**config.mk**
```make
export PLATFORM = sky130hd
export DESIGN_NAME = axi_dac_jesd204_tx_sequencer
export DESIGN_NICKNAME = d
export VERILOG_FILES = /design/src/rtl/axi_dac_jesd204_tx_sequencer.sv
export SDC_FILE = /design/constraint.sdc
export NUM_CORES = 1
export LEC_CHECK = 0
export ABC_AREA = 0
export CAP_MARGIN = 30
export CORE_AREA = 2 2 212 214
export CTS_BUF_LIST = sky130_fd_sc_hd__clkbuf_4 sky130_fd_sc_hd__clkbuf_8
export DETAILED_ROUTE_END_ITERATION = 7
export DIE_AREA = 0 0 214 216
export PLACE_DENSITY_LB_ADDON = 0.15
export SYNTH_ARGS = -nofsm -noshare
export SYNTH_HDL_FRONTEND = slang
export SYNTH_SLANG_ARGS = --single-unit
```
**constraint.sdc**
```tcl
create_clock -name tx_clk -period 3.7 [get_ports tx_clk]
set_clock_uncertainty 0.2 [all_clocks]
set_input_delay 0.74 -clock tx_clk [delete_from_list [all_inputs] [get_ports tx_clk]]
set_output_delay 0.74 -clock tx_clk [all_outputs]
set_load 0.02 [all_outputs]
```
**src/rtl/axi_dac_jesd204_tx_sequencer.sv**
```systemverilog
// DAC sample sequencer feeding the JESD204 TX framer: link/settle gating, DMA/ramp/zero sourcing,
// per-channel masking and sticky status. Optional macro DAC_TX_SEQ_UNDERFLOW_CNT_EN adds a saturating underflow counter.
module axi_dac_jesd204_tx_sequencer #(
    parameter int NUM_LANES     = 8,
    parameter int NUM_CHANNELS  = 4,
    parameter int SETTLE_CYCLES = 16
) (
    input  logic                      tx_clk,
    input  logic                      dac_rstn,
    input  logic                      dac_enable,
    input  logic [1:0]                dac_mode,
    input  logic [NUM_CHANNELS-1:0]   chan_enable,
    input  logic                      link_ready,
    input  logic [NUM_LANES*32-1:0]   s_data,
    input  logic                      s_valid,
    output logic                      s_ready,
    output logic [NUM_LANES*32-1:0]   dac_data,
    output logic                      dac_running,
    output logic                      status_underflow,
    output logic                      status_link_lost,
    input  logic                      status_clear,
    output logic [15:0]               underflow_count
);

    localparam int W   = NUM_LANES * 32;
    localparam int DPW = 2 * NUM_LANES / NUM_CHANNELS;
    localparam logic [15:0] SETTLE_LOAD = 16'(SETTLE_CYCLES - 1);
    localparam logic [15:0] RAMP_STEP   = 16'(DPW);

    typedef enum logic [1:0] {
        ST_IDLE      = 2'd0,
        ST_WAIT_LINK = 2'd1,
        ST_SETTLE    = 2'd2,
        ST_RUN       = 2'd3
    } state_t;

    state_t        state_r;
    state_t        state_nxt_s;
    logic [15:0]   settle_cnt_r;
    logic [15:0]   ramp_base_r;
    logic [W-1:0]  dac_data_r;
    logic          underflow_r;
    logic          link_lost_r;

    logic          run_s;
    logic          accept_s;
    logic          underflow_s;
    logic          link_drop_s;
    logic          run_entry_s;
    logic          settle_load_s;
    logic [W-1:0]  ramp_s;
    logic [W-1:0]  raw_s;
    logic [W-1:0]  data_nxt_s;

    // State register
    always_ff @(posedge tx_clk or negedge dac_rstn) begin
        if (!dac_rstn) begin
            state_r <= ST_IDLE;
        end else begin
            state_r <= state_nxt_s;
        end
    end

    // Next-state logic; dropping dac_enable outranks every link event
    always_comb begin
        state_nxt_s = state_r;
        case (state_r)
            ST_IDLE: begin
                if (dac_enable) begin
                    state_nxt_s = ST_WAIT_LINK;
                end else begin
                    state_nxt_s = ST_IDLE;
                end
            end
            ST_WAIT_LINK: begin
                if (!dac_enable) begin
                    state_nxt_s = ST_IDLE;
                end else if (link_ready) begin
                    state_nxt_s = (SETTLE_CYCLES == 0) ? ST_RUN : ST_SETTLE;
                end else begin
                    state_nxt_s = ST_WAIT_LINK;
                end
            end
            ST_SETTLE: begin
                if (!dac_enable) begin
                    state_nxt_s = ST_IDLE;
                end else if (!link_ready) begin
                    state_nxt_s = ST_WAIT_LINK;
                end else if (settle_cnt_r == 16'd0) begin
                    state_nxt_s = ST_RUN;
                end else begin
                    state_nxt_s = ST_SETTLE;
                end
            end
            ST_RUN: begin
                if (!dac_enable) begin
                    state_nxt_s = ST_IDLE;
                end else if (!link_ready) begin
                    state_nxt_s = ST_WAIT_LINK;
                end else begin
                    state_nxt_s = ST_RUN;
                end
            end
            default: state_nxt_s = ST_IDLE;
        endcase
    end

    // State-derived controls; s_ready depends only on registered state and dac_mode, never on s_valid
    always_comb begin
        run_s         = (state_r == ST_RUN);
        dac_running   = run_s;
        s_ready       = run_s && (dac_mode == 2'd1);
        accept_s      = s_ready && s_valid;
        underflow_s   = s_ready && !s_valid;
        link_drop_s   = run_s && dac_enable && !link_ready;
        run_entry_s   = (state_r != ST_RUN) && (state_nxt_s == ST_RUN);
        settle_load_s = (state_r == ST_WAIT_LINK) && (state_nxt_s == ST_SETTLE);
    end

    // Settle countdown
    always_ff @(posedge tx_clk or negedge dac_rstn) begin
        if (!dac_rstn) begin
            settle_cnt_r <= 16'd0;
        end else if (settle_load_s) begin
            settle_cnt_r <= SETTLE_LOAD;
        end else if ((state_r == ST_SETTLE) && (settle_cnt_r != 16'd0)) begin
            settle_cnt_r <= settle_cnt_r - 16'd1;
        end else begin
            settle_cnt_r <= settle_cnt_r;
        end
    end

    // Ramp base advances every RUN cycle regardless of mode and restarts on each RUN entry
    always_ff @(posedge tx_clk or negedge dac_rstn) begin
        if (!dac_rstn) begin
            ramp_base_r <= 16'd0;
        end else if (run_entry_s) begin
            ramp_base_r <= 16'd0;
        end else if (run_s) begin
            ramp_base_r <= ramp_base_r + RAMP_STEP;
        end else begin
            ramp_base_r <= ramp_base_r;
        end
    end

    // Ramp pattern: sample j of every channel is base + j
    always_comb begin
        ramp_s = '0;
        for (int i = 0; i < NUM_CHANNELS; i++) begin
            for (int j = 0; j < DPW; j++) begin
                ramp_s[(i*DPW+j)*16 +: 16] = ramp_base_r + 16'(j);
            end
        end
    end

    // Source select; anything other than an accepted beat or the ramp yields zeros
    always_comb begin
        raw_s = '0;
        if (run_s) begin
            case (dac_mode)
                2'd1: begin
                    if (accept_s) begin
                        raw_s = s_data;
                    end else begin
                        raw_s = '0;
                    end
                end
                2'd2:    raw_s = ramp_s;
                default: raw_s = '0;
            endcase
        end else begin
            raw_s = '0;
        end
    end

    // Per-channel mask
    always_comb begin
        data_nxt_s = '0;
        for (int i = 0; i < NUM_CHANNELS; i++) begin
            for (int j = 0; j < DPW; j++) begin
                data_nxt_s[(i*DPW+j)*16 +: 16] =
                    chan_enable[i] ? raw_s[(i*DPW+j)*16 +: 16] : 16'd0;
            end
        end
    end

    // Output sample register
    always_ff @(posedge tx_clk or negedge dac_rstn) begin
        if (!dac_rstn) begin
            dac_data_r <= '0;
        end else begin
            dac_data_r <= data_nxt_s;
        end
    end

    assign dac_data = dac_data_r;

    // Sticky status flags; a set in the same cycle as clear wins
    always_ff @(posedge tx_clk or negedge dac_rstn) begin
        if (!dac_rstn) begin
            underflow_r <= 1'b0;
            link_lost_r <= 1'b0;
        end else begin
            if (underflow_s) begin
                underflow_r <= 1'b1;
            end else if (status_clear) begin
                underflow_r <= 1'b0;
            end else begin
                underflow_r <= underflow_r;
            end
            if (link_drop_s) begin
                link_lost_r <= 1'b1;
            end else if (status_clear) begin
                link_lost_r <= 1'b0;
            end else begin
                link_lost_r <= link_lost_r;
            end
        end
    end

    assign status_underflow = underflow_r;
    assign status_link_lost = link_lost_r;

`ifdef DAC_TX_SEQ_UNDERFLOW_CNT_EN
    logic [15:0] underflow_cnt_r;

    // Saturating underflow counter; clear with a coincident underflow restarts at one
    always_ff @(posedge tx_clk or negedge dac_rstn) begin
        if (!dac_rstn) begin
            underflow_cnt_r <= 16'd0;
        end else if (underflow_s && status_clear) begin
            underflow_cnt_r <= 16'd1;
        end else if (underflow_s) begin
            if (underflow_cnt_r != 16'hFFFF) begin
                underflow_cnt_r <= underflow_cnt_r + 16'd1;
            end else begin
                underflow_cnt_r <= underflow_cnt_r;
            end
        end else if (status_clear) begin
            underflow_cnt_r <= 16'd0;
        end else begin
            underflow_cnt_r <= underflow_cnt_r;
        end
    end

    assign underflow_count = underflow_cnt_r;
`else
    assign underflow_count = 16'd0;
`endif

endmodule

```
# Word level (Yosys, flattened, before mapping)
# Index checks and enable logic that the tools add are counted.
dict set report classes {
  addsub 5
  eq_ne 8
  n_mux 35
  reduce_logical 17
}
# operator n
set op_table {}
lappend op_table {{$mux 256} 2}
lappend op_table {{$pmux 256 s2} 1}
lappend op_table {{$mux 16} 20}
lappend op_table {{$add 16x2->16 const B} 2}
lappend op_table {{$add 16x1->16 const B} 1}
lappend op_table {{$add 16x3->16 const B} 1}
lappend op_table {{$logic_not 16->1} 1}
lappend op_table {{$reduce_bool 16->1} 1}
lappend op_table {{$sub 16x1->16 const B} 1}
lappend op_table {{$mux 2} 6}
lappend op_table {{$eq 2x2->1 const B} 5}
lappend op_table {{$logic_and 1x1->1} 8}
lappend op_table {{$pmux 2 s4} 1}
lappend op_table {{$reduce_bool 2->1} 4}
lappend op_table {{$mux 1} 5}
lappend op_table {{$eq 2x1->1 const B} 2}
lappend op_table {{$logic_not 1->1} 2}
lappend op_table {{$logic_not 2->1} 1}
lappend op_table {{$ne 2x2->1 const B} 1}
dict set report word_totals {
  ff_bits 292
  input_bits 268
  out_inout_bits 276
  wordCells 71
}

# Depth between registers and ports, before layout
dict set report logic_depth {
  ltp_word 8
  mapped_depth 10
  mapped_depth_nobuf 7
}

# Worst setup path before layout
# OpenSTA, ideal clock, no wires.
dict set report synth_path {
  path_type {input port to flip-flop}
  startpoint {in dac_mode[1]}
  endpoint {reg dac_data_r[121], in the netlist dac_data[121]}
  arrival_time_ps 1909
  required_ps 3422
  path_slack_ps 1513
  path_stages 10
  path_cell_list {inv_1 ha_1 nand2_1 inv_1 and2_1 clkbuf_1 buf_2 buf_2 nand2_1 a21oi_1}
}
dict set report synth_via {
  elab_chain_cells 7
  word_cells_on_any_way 8
  cone_classes {2 x eq/ne; 4 x mux; 2 x reduce/logical}
}
# element line
set synth_lines {}
lappend synth_lines {{from (decl)} 11} ;# input logic [1:0] dac_mode,
lappend synth_lines {{$eq 2x1->1} 112} ;# s_ready = run_s && (dac_mode == 2'd1);
lappend synth_lines {{$logic_and 1x1->1} 112}
lappend synth_lines {{named net s_ready} 16} ;# output logic s_ready,
lappend synth_lines {{$logic_and 1x1->1} 113} ;# accept_s = s_ready && s_valid;
lappend synth_lines {{$mux 256} 162} ;# if (accept_s) begin
lappend synth_lines {{$pmux 256 s2} 160} ;# case (dac_mode)
lappend synth_lines {{$mux 256} 159} ;# if (run_s) begin
lappend synth_lines {{$mux 16} 182} ;# chan_enable[i] ? raw_s[(i*DPW+j)*16 +: 16] : 16'd0;
lappend synth_lines {{named net data_nxt_s[121]} 53} ;# logic [W-1:0] data_nxt_s;
lappend synth_lines {{to (signal assigned)} 192} ;# dac_data_r <= data_nxt_s;
lappend synth_lines {{to (decl)} 41} ;# logic [W-1:0] dac_data_r;
# The timed path passes the listed nets, and every way through them passes these cells.
# A chain may end at the register's enable or synchronous reset.

# Final worst setup path
dict set report layout_path {
  startpoint {reg state_r[1]}
  endpoint {out s_ready}
}
dict set report layout_via {
  elab_chain_cells 2
}
# element line
set layout_lines {}
lappend layout_lines {{from (decl)} 37} ;# state_t state_r;
lappend layout_lines {{from (signal assigned)} 60} ;# state_r <= state_nxt_s;
lappend layout_lines {{$eq 2x2->1} 110} ;# run_s = (state_r == ST_RUN);
lappend layout_lines {{$logic_and 1x1->1} 112}
lappend layout_lines {{to (decl)} 16}
# No other way between the ends.

==> results <==
through the flow:
| stage | area [um2] | hold slack [ns] | setup slack, ns |
|---|---|---|---|
| after floorplan | 10900 | 0.244 | 1.51 |
| after global placement | 16900 | 0.276 | 0.626 |
| after detailed placement | 16900 | 0.286 | 0.616 |
| after CTS | 18100 | 0.293 | 0.407 |
| after global routing | 18100 | 0.305 | 0.296 |
| final | 18100 | 0.296 | 0.471 |
final cells by class:
class / instances / share of cell area (%)
timing repair buffer: 569 / 31.4
clock inverter: 4 / 0.262
tap: 592 / 4.08
inverter: 12 / 0.248
clock buffer: 96 / 6.39
sequential: 290 / 40.0
multi-input combinational: 662 / 17.6
path summary, 6_finish.rpt:
check	endpoint	slack [ns]	startpoint
max	s_ready	0.47	state_r[1]
min	ramp_base_r[15]	0.30	ramp_base_r[15]
max reg2reg	settle_cnt_r[7]	1.21	settle_cnt_r[11]
min reg2reg	ramp_base_r[15]	0.30	ramp_base_r[15]
max in group asynchronous	dac_data[196]	1.82	dac_rstn
min in group asynchronous	dac_data[185]	0.48	dac_rstn
synthesized netlist by cell type, types with 2 or more instances:
master,instances
a21oi_1,245
and2_1,7
and3_1,18
buf_2,29
buf_4,16
clkbuf_1,43
dfrtp_1,290
ha_1,4
inv_1,12
mux2i_1,5
nand2_1,255
nand2b_1,2
nand3_1,14
nand4_1,4
nor2_1,34
nor3_1,4
o211ai_1,6
o21ai_0,8
o2bb2ai_1,2
o31ai_1,4
o41ai_1,3
or3_1,2
or4_4,2
xor2_1,5
layer usage:
metal,vias to the layer above,global-route usage [%],share of wire [%]
met4,2,7.02,3.0
met1,4815,23.8,40
li1,4536,-,-
met5,-,0,0.019
met3,88,5.62,6.2
met2,362,34.7,51
sequential cells by signal, summed over array words and instances, names as in the netlist:
signal / flops
ramp_base_r: 14
status_link_lost: 1
state_r: 2
dac_data: 256
status_underflow: 1
settle_cnt_r: 16
where the power goes:
part / switching [mW] / internal, mW / leakage, nW
clock: 1.39 / 2.01 / 0.645
combinational: 0.356 / 0.363 / 2.96
sequential: 0.0506 / 3.22 / 3.97
cell families after synthesis:
family                     after synthesis
and+or+nand+nor                        357
DFF                                    290
AOI/OAI and AO/OA                      273
buffers and inverters                  101
xor gates and xnor gates                 6
muxes                                    6
adders and majority gates                4
other                                    1
worst reg2reg max path: cells and delay by family, from the launching register on:
kind,cells,cell delay [ns]
AOI/OAI and AO/OA,1,0.74
muxes,1,0.15
DFF,1,0.42
and+or+nand+nor,3,0.86
==> flow_summary.json <==
{
  "grt_usage_pct": 20.0,
  "vias": 9803,
  "grt-ovfl-total": 0,
  "fin_crit_sh_pct": 87.3,
  "drt_pre_antenna_iters": 5,
  "antenna_found_initial": 1,
  "synth-main-ff-cell": "dfrtp_1",
  "syn-instance-count": 1038,
  "crit_chain": "nand2_1, inv_1, nand2_1, inv_1, clkdlybuf4s50_1",
  "layout.cells.non_filler": 2225,
  "layout_common_cells": "526 x clkdlybuf4s50_1, 290 x dfrtp_1, 251 x nand2_1, 245 x a21oi_1, 70 x clkbuf_8",
  "synth_top_family_by_area": "simple AND/OR/NAND/NOR gates",
  "drt_iter0_markers": 661,
  "worst_ep_required_time_ns": 2.76,
  "p_total_mw": 7.40,
  "cts_hold_buf": 1,
  "power.density_mw_per_mm2": 408,
  "clock-sinks": 290,
  "h-tree-depth": 2,
  "drv_cap": 0,
  "route.detailed.drc": 0,
  "gp_congestion": 0.847,
  "die_y_um": 216,
  "cts_max_path_buffers": 3,
  "post_synth_fa_ha_maj_area_fraction_pct": 0.461,
  "place.port_buffers": 527,
  "period_minus_slack_ns": 3.23,
  "ir_drop_mv": 0.191,
  "min_path_type": "reg -> reg",
  "die_area_mm2": 0.0462,
  "final_hold_viol_count": 0,
  "synth-async-reset-ratio_pct": 100,
  "initial_utilization_pct": 24.8,
  "muxShareOfSynthArea_pct": 0.564,
  "cp.arrival_ns": 2.29,
  "grt_pass1_vias": 10200,
  "ff2ff_path_depth": 5,
  "ys_ff_latch": 290,
  "synth_simple_gate_area_share_pct": 14.2,
  "synth_xor_area_share_pct": 0.484,
  "hold_depth": 1,
  "cp-end-kind": "output port",
  "slowest_stage": "clkdlybuf4s50_1",
  "layout_commonest_cell": "clkdlybuf4s50_1",
  "critPathBufInv": 3,
  "cts_resized": 0,
  "grt_pass1_wl_um": 68500,
  "synth-seq-area-share_pct": 66.8,
  "synthTopCellsByArea": "dfrtp_1 67%, a21oi_1 11%, nand2_1 8.8%, clkbuf_1 1.5%, buf_2 1.3%",
  "cts_setup_buffers": 0,
  "drv_slew": 0,
  "yosysTopAreaCellShare_pct": 66.8,
  "syn-cell-area_mm2": 0.0109,
  "ant_nets": 0,
  "fp.dieW_um": 214,
  "hpwlAfterDp_um": 33600,
  "cp_top_family": "buffers and inverters",
  "start_kind": "flip-flop",
  "cts_root_buffer": "clkbuf_8",
  "wl_per_cell_um": 21.3,
  "status": "finished clean",
  "slew_headroom_pct": 43.1,
  "worst_pin_slew_ns": 0.852,
  "clk_latency_ns": 0.61,
  "multi_input_area_mm2": 0.00320,
  "diodes": 0,
  "ys_types": 48,
  "yosysTopAreaCell": "dfrtp_1",
  "nFillCells": 4343,
  "post-route-util_pct": 41.4,
  "cts_buffers": 54,
  "path_class": "reg -> out",
  "power.leakage_nw": 7.58,
  "setup-violations-final": 0,
  "layout.nets": 1861,
  "tns_ns": 0,
  "synth_warnings": 0,
  "synth-edff-count": 0,
  "clock.fmax_mhz": 310,
  "critical-path-max-stage-delay_ns": 0.60,
  "final_layout_size_suffix_gt1_share_pct": 9.61,
  "clk_pin_slew_worst_paths_ns": 0.06,
  "synth_compound_area_share_pct": 13.1,
  "path_max_fanout": 9,
  "via_per_inst": 4.41,
  "dp_cells": 2124,
  "rsz0062_at_grt": "no",
  "coreArea_mm2": 0.0438,
  "grt_max_degree": 112,
  "wirelength_um": 47400,
  "ios": 544,
  "seqCellArea_mm2": 0.00726,
  "tritoncts": "done",
  "crit_cells": 5,
  "syn_to_final_growth_pct": 66.9,
  "num_rows": 77,
  "syn_area_per_cell_um2": 10.5
}
(Power assumes the default switching activity.)
